[src/rtl/instr_mem_loader_if.sv]
// Byte-stream and instruction-memory write bus between the image source and instr_mem_loader.
// The loader connects through the slave modport; the stream source / memory side uses master.
interface instr_mem_loader_if #(
  parameter int ADDR_WIDTH = 32,
  parameter int WORD_WIDTH = 16
) ();
  logic                  in_valid;
  logic [7:0]            in_data;
  logic                  in_ready;
  logic                  mem_we;
  logic [ADDR_WIDTH-1:0] mem_addr;
  logic [WORD_WIDTH-1:0] mem_wdata;

  modport master (
    output in_valid, in_data,
    input  in_ready, mem_we, mem_addr, mem_wdata
  );

  modport slave (
    input  in_valid, in_data,
    output in_ready, mem_we, mem_addr, mem_wdata
  );
endinterface

[src/rtl/instr_mem_loader.sv]
// Instruction memory loader: packs a big-endian byte stream into 16-bit words, writes them from
// address 0 and holds the CPU until the image is in. Define LOADER_CHECKSUM_EN for a trailing XOR byte.
module instr_mem_loader #(
  parameter int WORD_WIDTH = 16,
  parameter int ADDR_WIDTH = 32,
  parameter int MEM_DEPTH  = 64
) (
  input  logic                clk,
  input  logic                reset_n,
  input  logic                start,
  instr_mem_loader_if.slave   bus,
  output logic                cpu_hold,
  output logic                done,
  output logic                err
);

`ifdef LOADER_CHECKSUM_EN
  typedef enum logic [2:0] {IDLE, HDR, DATA, CHK, DONE, ERR} state_t;
`else
  typedef enum logic [2:0] {IDLE, HDR, DATA, DONE, ERR} state_t;
`endif

  localparam logic [15:0] MAX_WORDS = 16'(MEM_DEPTH);

  state_t      state;
  logic [7:0]  hi_byte;
  logic        hi_vld;
  logic [15:0] word_cnt;
  logic [15:0] word_idx;
`ifdef LOADER_CHECKSUM_EN
  logic [7:0]  csum;
`endif

  logic        accept;
  logic        begin_load;
  logic [15:0] rx_word;
  logic [15:0] idx_nxt;

  assign accept     = bus.in_valid & bus.in_ready;
  assign begin_load = start & ((state == IDLE) | (state == DONE) | (state == ERR));
  assign rx_word    = {hi_byte, bus.in_data};
  assign idx_nxt    = word_idx + 16'd1;

  always_ff @(posedge clk or negedge reset_n) begin
    if (!reset_n) begin
      state         <= IDLE;
      bus.in_ready  <= 1'b0;
      bus.mem_we    <= 1'b0;
      bus.mem_addr  <= '0;
      bus.mem_wdata <= '0;
      cpu_hold      <= 1'b1;
      done          <= 1'b0;
      err           <= 1'b0;
      hi_byte       <= '0;
      hi_vld        <= 1'b0;
      word_cnt      <= '0;
      word_idx      <= '0;
`ifdef LOADER_CHECKSUM_EN
      csum          <= '0;
`endif
    end else begin
      bus.mem_we <= 1'b0;
      if (begin_load) begin
        // done/err drop together with cpu_hold rising, one cycle after start
        state        <= HDR;
        bus.in_ready <= 1'b1;
        cpu_hold     <= 1'b1;
        done         <= 1'b0;
        err          <= 1'b0;
        hi_vld       <= 1'b0;
        word_idx     <= '0;
`ifdef LOADER_CHECKSUM_EN
        csum         <= '0;
`endif
      end else begin
        case (state)
          HDR: begin
            if (accept) begin
              if (!hi_vld) begin
                hi_byte <= bus.in_data;
                hi_vld  <= 1'b1;
              end else begin
                hi_vld   <= 1'b0;
                word_cnt <= rx_word;
                if (rx_word == 16'd0) begin
`ifdef LOADER_CHECKSUM_EN
                  state <= CHK;
`else
                  state        <= DONE;
                  bus.in_ready <= 1'b0;
`endif
                end else if (rx_word > MAX_WORDS) begin
                  state        <= ERR;
                  bus.in_ready <= 1'b0;
                end else begin
                  state <= DATA;
                end
              end
            end
          end
          DATA: begin
            if (accept) begin
`ifdef LOADER_CHECKSUM_EN
              csum <= csum ^ bus.in_data;
`endif
              if (!hi_vld) begin
                hi_byte <= bus.in_data;
                hi_vld  <= 1'b1;
              end else begin
                // The final write and the move out of DATA share this edge
                hi_vld        <= 1'b0;
                bus.mem_we    <= 1'b1;
                bus.mem_addr  <= ADDR_WIDTH'(word_idx);
                bus.mem_wdata <= WORD_WIDTH'(rx_word);
                word_idx      <= idx_nxt;
                if (idx_nxt == word_cnt) begin
`ifdef LOADER_CHECKSUM_EN
                  state <= CHK;
`else
                  state        <= DONE;
                  bus.in_ready <= 1'b0;
`endif
                end
              end
            end
          end
`ifdef LOADER_CHECKSUM_EN
          CHK: begin
            if (accept) begin
              bus.in_ready <= 1'b0;
              state        <= (bus.in_data == csum) ? DONE : ERR;
            end
          end
`endif
          DONE: begin
            // cpu_hold releases a cycle after entering DONE, i.e. after the last write lands
            done     <= 1'b1;
            cpu_hold <= 1'b0;
          end
          ERR: begin
            err      <= 1'b1;
            cpu_hold <= 1'b1;
          end
          default: ;
        endcase
      end
    end
  end

endmodule

[src/flat_wrapper.sv]
// flat-port wrapper written by rule: the top's interface ports become plain ports
module instr_mem_loader_flat 
#(
  parameter int WORD_WIDTH = 16,
  parameter int ADDR_WIDTH = 32,
  parameter int MEM_DEPTH  = 64
)
  (clk, reset_n, start, cpu_hold, done, err, bus_in_valid, bus_in_data, bus_in_ready, bus_mem_we, bus_mem_addr, bus_mem_wdata);
  instr_mem_loader_if #(.ADDR_WIDTH(ADDR_WIDTH), .WORD_WIDTH(WORD_WIDTH)) bus_i ();
  input  logic clk;
  input  logic reset_n;
  input  logic start;
  output logic cpu_hold;
  output logic done;
  output logic err;
  input wire logic [$bits(bus_i.in_valid)-1:0] bus_in_valid;
  input wire logic [$bits(bus_i.in_data)-1:0] bus_in_data;
  output wire logic [$bits(bus_i.in_ready)-1:0] bus_in_ready;
  output wire logic [$bits(bus_i.mem_we)-1:0] bus_mem_we;
  output wire logic [$bits(bus_i.mem_addr)-1:0] bus_mem_addr;
  output wire logic [$bits(bus_i.mem_wdata)-1:0] bus_mem_wdata;
  assign bus_i.in_valid = bus_in_valid;
  assign bus_i.in_data = bus_in_data;
  assign bus_in_ready = bus_i.in_ready;
  assign bus_mem_we = bus_i.mem_we;
  assign bus_mem_addr = bus_i.mem_addr;
  assign bus_mem_wdata = bus_i.mem_wdata;
  instr_mem_loader #(.WORD_WIDTH(WORD_WIDTH), .ADDR_WIDTH(ADDR_WIDTH), .MEM_DEPTH(MEM_DEPTH)) u_core (.clk(clk), .reset_n(reset_n), .start(start), .bus(bus_i), .cpu_hold(cpu_hold), .done(done), .err(err));
endmodule
[config.mk]
export PLATFORM = sky130hd
export DESIGN_NAME = instr_mem_loader_flat
export DESIGN_NICKNAME = d
export VERILOG_FILES = /design/src/rtl/instr_mem_loader_if.sv /design/src/rtl/instr_mem_loader.sv /design/src/flat_wrapper.sv
export SDC_FILE = /design/constraint.sdc
export NUM_CORES = 1
export LEC_CHECK = 0
export ABC_AREA = 1
export BUFFER_PORTS_ARGS = -buffer_cell sky130_fd_sc_hd__buf_4
export CAP_MARGIN = 5
export CORE_ASPECT_RATIO = 0.5
export CORE_MARGIN = 2
export CORE_UTILIZATION = 45
export CTS_CLUSTER_DIAMETER = 150
export CTS_CLUSTER_SIZE = 16
export DETAILED_ROUTE_END_ITERATION = 8
export GPL_ROUTABILITY_DRIVEN = 0
export PLACE_DENSITY = 0.7
export SYNTH_ARGS = -nofsm -noshare
export SYNTH_HDL_FRONTEND = slang
export SYNTH_SLANG_ARGS = --single-unit
[constraint.sdc]
create_clock -name clk -period 2 [get_ports clk]
set_input_delay 0.4 -clock clk [delete_from_list [all_inputs] [get_ports clk]]
set_output_delay 0.4 -clock clk [all_outputs]
set_load 0.05 [all_outputs]
==> impl_metrics.tcl <==
set metrics [dict create \
    final.period_utilization 0.971 \
    clock_transition_at_the_registers_of_the_reported_paths_ns 0.06 \
    clock_skew_ns 0.00701 \
    syn_inst 480 \
    cp_num_cells 17 \
    worst_slack_ns 0.0579 \
    ys_seq_elements 81 \
    die_outline_area_um2 9540 \
    syn-mean-instance-area_um2 8.18 \
    p_clk_frac 0.322 \
    drv.max_cap_violation_count 0 \
    internal_mw 3.39 \
    grt_pass1_vias 2970 \
    status "finished, final reports clean" \
    ir_drop_v 0.000518 \
    dpl.cell_count 636 \
    floorplan.rows 24 \
    layout.cells.most_common "sky130_fd_sc_hd__nand2_1" \
    cts_tree "built" \
    core_area_um2 8590 \
    finalWorstPathRequiredPeriod_ns 1.94 \
    cp_num_buf_inv 1 \
    route.detailed.drc 0 \
    min_delay_path_depth 3 \
    clock_tree.htree_level_count 3 \
    timing.critical_path.arrival_ns 2.17 \
    routed_via_density 5.00 \
    timing.critical_path.from "u_core.word_idx[1]$_DFFE_PN0P_" \
    r2r_path_start "u_core.word_idx[1]$_DFFE_PN0P_" \
    crit_path_start_kind "flip-flop" \
    cp_slowest_stage_delay_ns 0.43 \
    via_count 3289 \
    antenna_found_initial 0 \
    fin_nets 549 \
    globalRouteOverflowTotal 0 \
    path_max_fanout 5 \
    grt_pass1_wl_mm 14.9 \
    timing.setup.critical_path_class "reg -> reg" \
    critical_path.slowest_cell "sky130_fd_sc_hd__dfrtp_1" \
    final_number_of_setup_violating_endpoints 0 \
    end_kind "flip-flop" \
    netSwitchingPower_mw 1.80 \
    tot_gr_track_use 0.202 \
    critical_path.top_delay_family "simple AND/OR/NAND/NOR gates" \
    clock_tree_root "sky130_fd_sc_hd__clkbuf_16" \
    power_density_nw_per_um2 1080 \
    start_util 0.457 \
    ratio_of_cells_with_drive_above_1_in_the_final_layout 0.209 \
    layout.cells.most_common_list "sky130_fd_sc_hd__nand2_1 (131), sky130_fd_sc_hd__dfrtp_1 (77), sky130_fd_sc_hd__o21ai_0 (64)" \
    cts.sink_count 81 \
    switching_share_of_total_power 0.348 \
    areaGrowthSynthToFinish_pct 22.5 \
    synth.distinct_cells 32 \
    achievable-frequency_mhz 515 \
    clock_insertion_delay_worst_skew_ns 0.34 \
    ys.warnings.count 0 \
    post_placement_setup_slack_ns -0.0409 \
    finalWirelength_mm 8.89 \
    maxSlewViolCount 0 \
    io_buffer_count 48 \
    final_hold_viol_count 0 \
    reg2regPathDepth 17 \
    number_of_violations_reported_at_the_end_of_detailed_routing_iteration_0 239 \
    synth-seq-area-share 0.516 \
    detailedPlacementHpwl_mm 6.23 \
    critical_path.most_common_cell "sky130_fd_sc_hd__nand2_1" \
    crit_chain "ha_4 > nand2_1 > inv_2 > nand2_2 > nand2_1 > nand2_1 > nand2_1 > nor2_1 > nand2_1 > nor2_2 > nand2_1 > nor2_1 > nand2_1 > nand2_2 > nand3_2 > nand2_1 > nand2_1" \
    layout.cells.non_filler 658 \
    clock_path_buffers 2 \
    numCtsBuffers 9 \
    worst_setup_path_endpoint "u_core.state[0]$_DFFE_PN0P_" \
    die_height_um 70.1 \
    detail-route-antenna-nets 0 \
    grt_start_max_net_pins 56 \
    required_ns 2.23 \
    avg_wl_per_cell_um 13.5 \
    worstReg2RegEnd "u_core.state[0]$_DFFE_PN0P_" \
    design.portCount 65 \
    cellLeakagePower_nw 2.34 \
    power.share.combinational 0.264 \
    insertedDiodeCount 0 \
    die_w_um 136 \
    seqPwrFrac 0.414 \
    syn_std_cell_area_um2 3930 \
    rsz0062_at_grt "true" \
    holdCritPathClass "in -> reg" \
    worst_setup_slack_for_register_to_register_paths_ns 0.06 \
    first_pass_iters 4 \
]
## routing by layer
layer | GRT usage | share of wire
met2 | 0.280 | 0.43
met3 | 0.0552 | 0.079
met5 | 0 | 0
met4 | 0.0625 | 0.0087
met1 | 0.307 | 0.48
## metrics by stage
stage                     cell area [um^2]   util  total power, mW  TNS (ns)  hold slack (ns)
final                                 4810  0.560             5.19         0            0.321
after global routing                  4810  0.560             5.51    -0.538            0.349
after CTS                             4710  0.549             5.23         0            0.324
after detailed placement              4370  0.509             3.54    -0.112            0.270
after global placement                4370  0.509             3.50         0            0.261
after floorplan                       3990      -             3.13         0            0.104
## worst min path at each step
stage | from | to | slack, ns
3_3_place_gp | reset_n | u_core.bus.mem_addr[11]$_DFFE_PN0P_ | 0.26
6_report | start | u_core.bus.in_ready$_DFFE_PN0P_ | 0.32
5_1_grt | start | u_core.bus.in_ready$_DFFE_PN0P_ | 0.35
3_5_place_dp | reset_n | u_core.bus.mem_addr[11]$_DFFE_PN0P_ | 0.27
4_1_cts | start | u_core.bus.in_ready$_DFFE_PN0P_ | 0.32
2_1_floorplan | reset_n | u_core.bus.in_ready$_DFFE_PN0P_ | 0.10
## final cells by class
| cell class | count | area [um^2] |
|---|---|---|
| Clock buffer | 11 | 243 |
| Clock inverter | 5 | 65.1 |
| Fill cell | 793 | 3770 |
| Inverter | 56 | 211 |
| Multi-Input combinational cell | 327 | 1640 |
| Sequential cell | 81 | 2030 |
| Tap cell | 117 | 146 |
| Timing Repair Buffer | 61 | 480 |
## worst min-delay path: stages
cell and delay [ns]:
sky130_fd_sc_hd__buf_4 0.08, sky130_fd_sc_hd__o21ai_2 0.08, sky130_fd_sc_hd__nand2_1 0.07
## cell families (layout without fill, tap and decap cells)
family,Yosys count,count (layout),share of synthesized area
xor gates and xnor gates,6,6,0.0207
and+or+nand+nor,223,223,0.250
AOI/OAI and AO/OA,81,81,0.108
buffers and inverters,87,133,0.101
DFF,81,81,0.516
adders and majority gates,1,1,0.00318
other,1,16,0.000954
## cells in the mapped netlist, drive strengths merged
cell type	count	share of area
ha	1	0.0032
clkbuf	12	0.011
xnor3	1	0.0057
o21ai	67	0.086
inv	53	0.051
xnor2	1	0.0022
nand3b	3	0.0057
xor2	3	0.0067
or2	1	0.0016
conb	1	0.00095
and2	2	0.0035
o22ai	13	0.021
nand3	24	0.036
nor3	5	0.0089
nand4	13	0.021
nand2	141	0.14
a21oi	1	0.0013
buf	19	0.036
xor3	1	0.0061
nor2	34	0.037
dfstp	1	0.0067
dfrtp	80	0.51
clkinv	3	0.0032
## registers in the layout, indices dropped and copies added (netlist names)
| signal | count |
|---|---|
| u_core.bus.mem_wdata | 16 |
| u_core.done | 1 |
| u_core.bus.mem_addr | 16 |
| u_core.hi_byte | 8 |
| u_core.word_idx | 16 |
| u_core.bus.mem_we | 1 |
| u_core.word_cnt | 16 |
| u_core.bus.in_ready | 1 |
| u_core.state | 3 |
| u_core.err | 1 |
| u_core.cpu_hold | 1 |
| u_core.hi_vld | 1 |
## power by group through the flow
| stage | registers [mW] | clock network (mW) | logic (mW) |
|---|---|---|---|
| floorplan | 2.36 | 0 | 0.775 |
| global placement | 2.17 | 0 | 1.34 |
| detailed placement | 2.17 | 0 | 1.37 |
| CTS | 2.15 | 1.70 | 1.38 |
| global route | 2.19 | 1.77 | 1.55 |
| finish | 2.15 | 1.67 | 1.37 |
## what timing repair did
item	CTS	global route
hold endpoints to repair	12	0
setup buffers	2	3
resized for setup	2	25
hold buffers	1	0
pin swaps	0	8
setup endpoints to repair	4	6
Note: power is estimated with default switching activity, not from simulation.
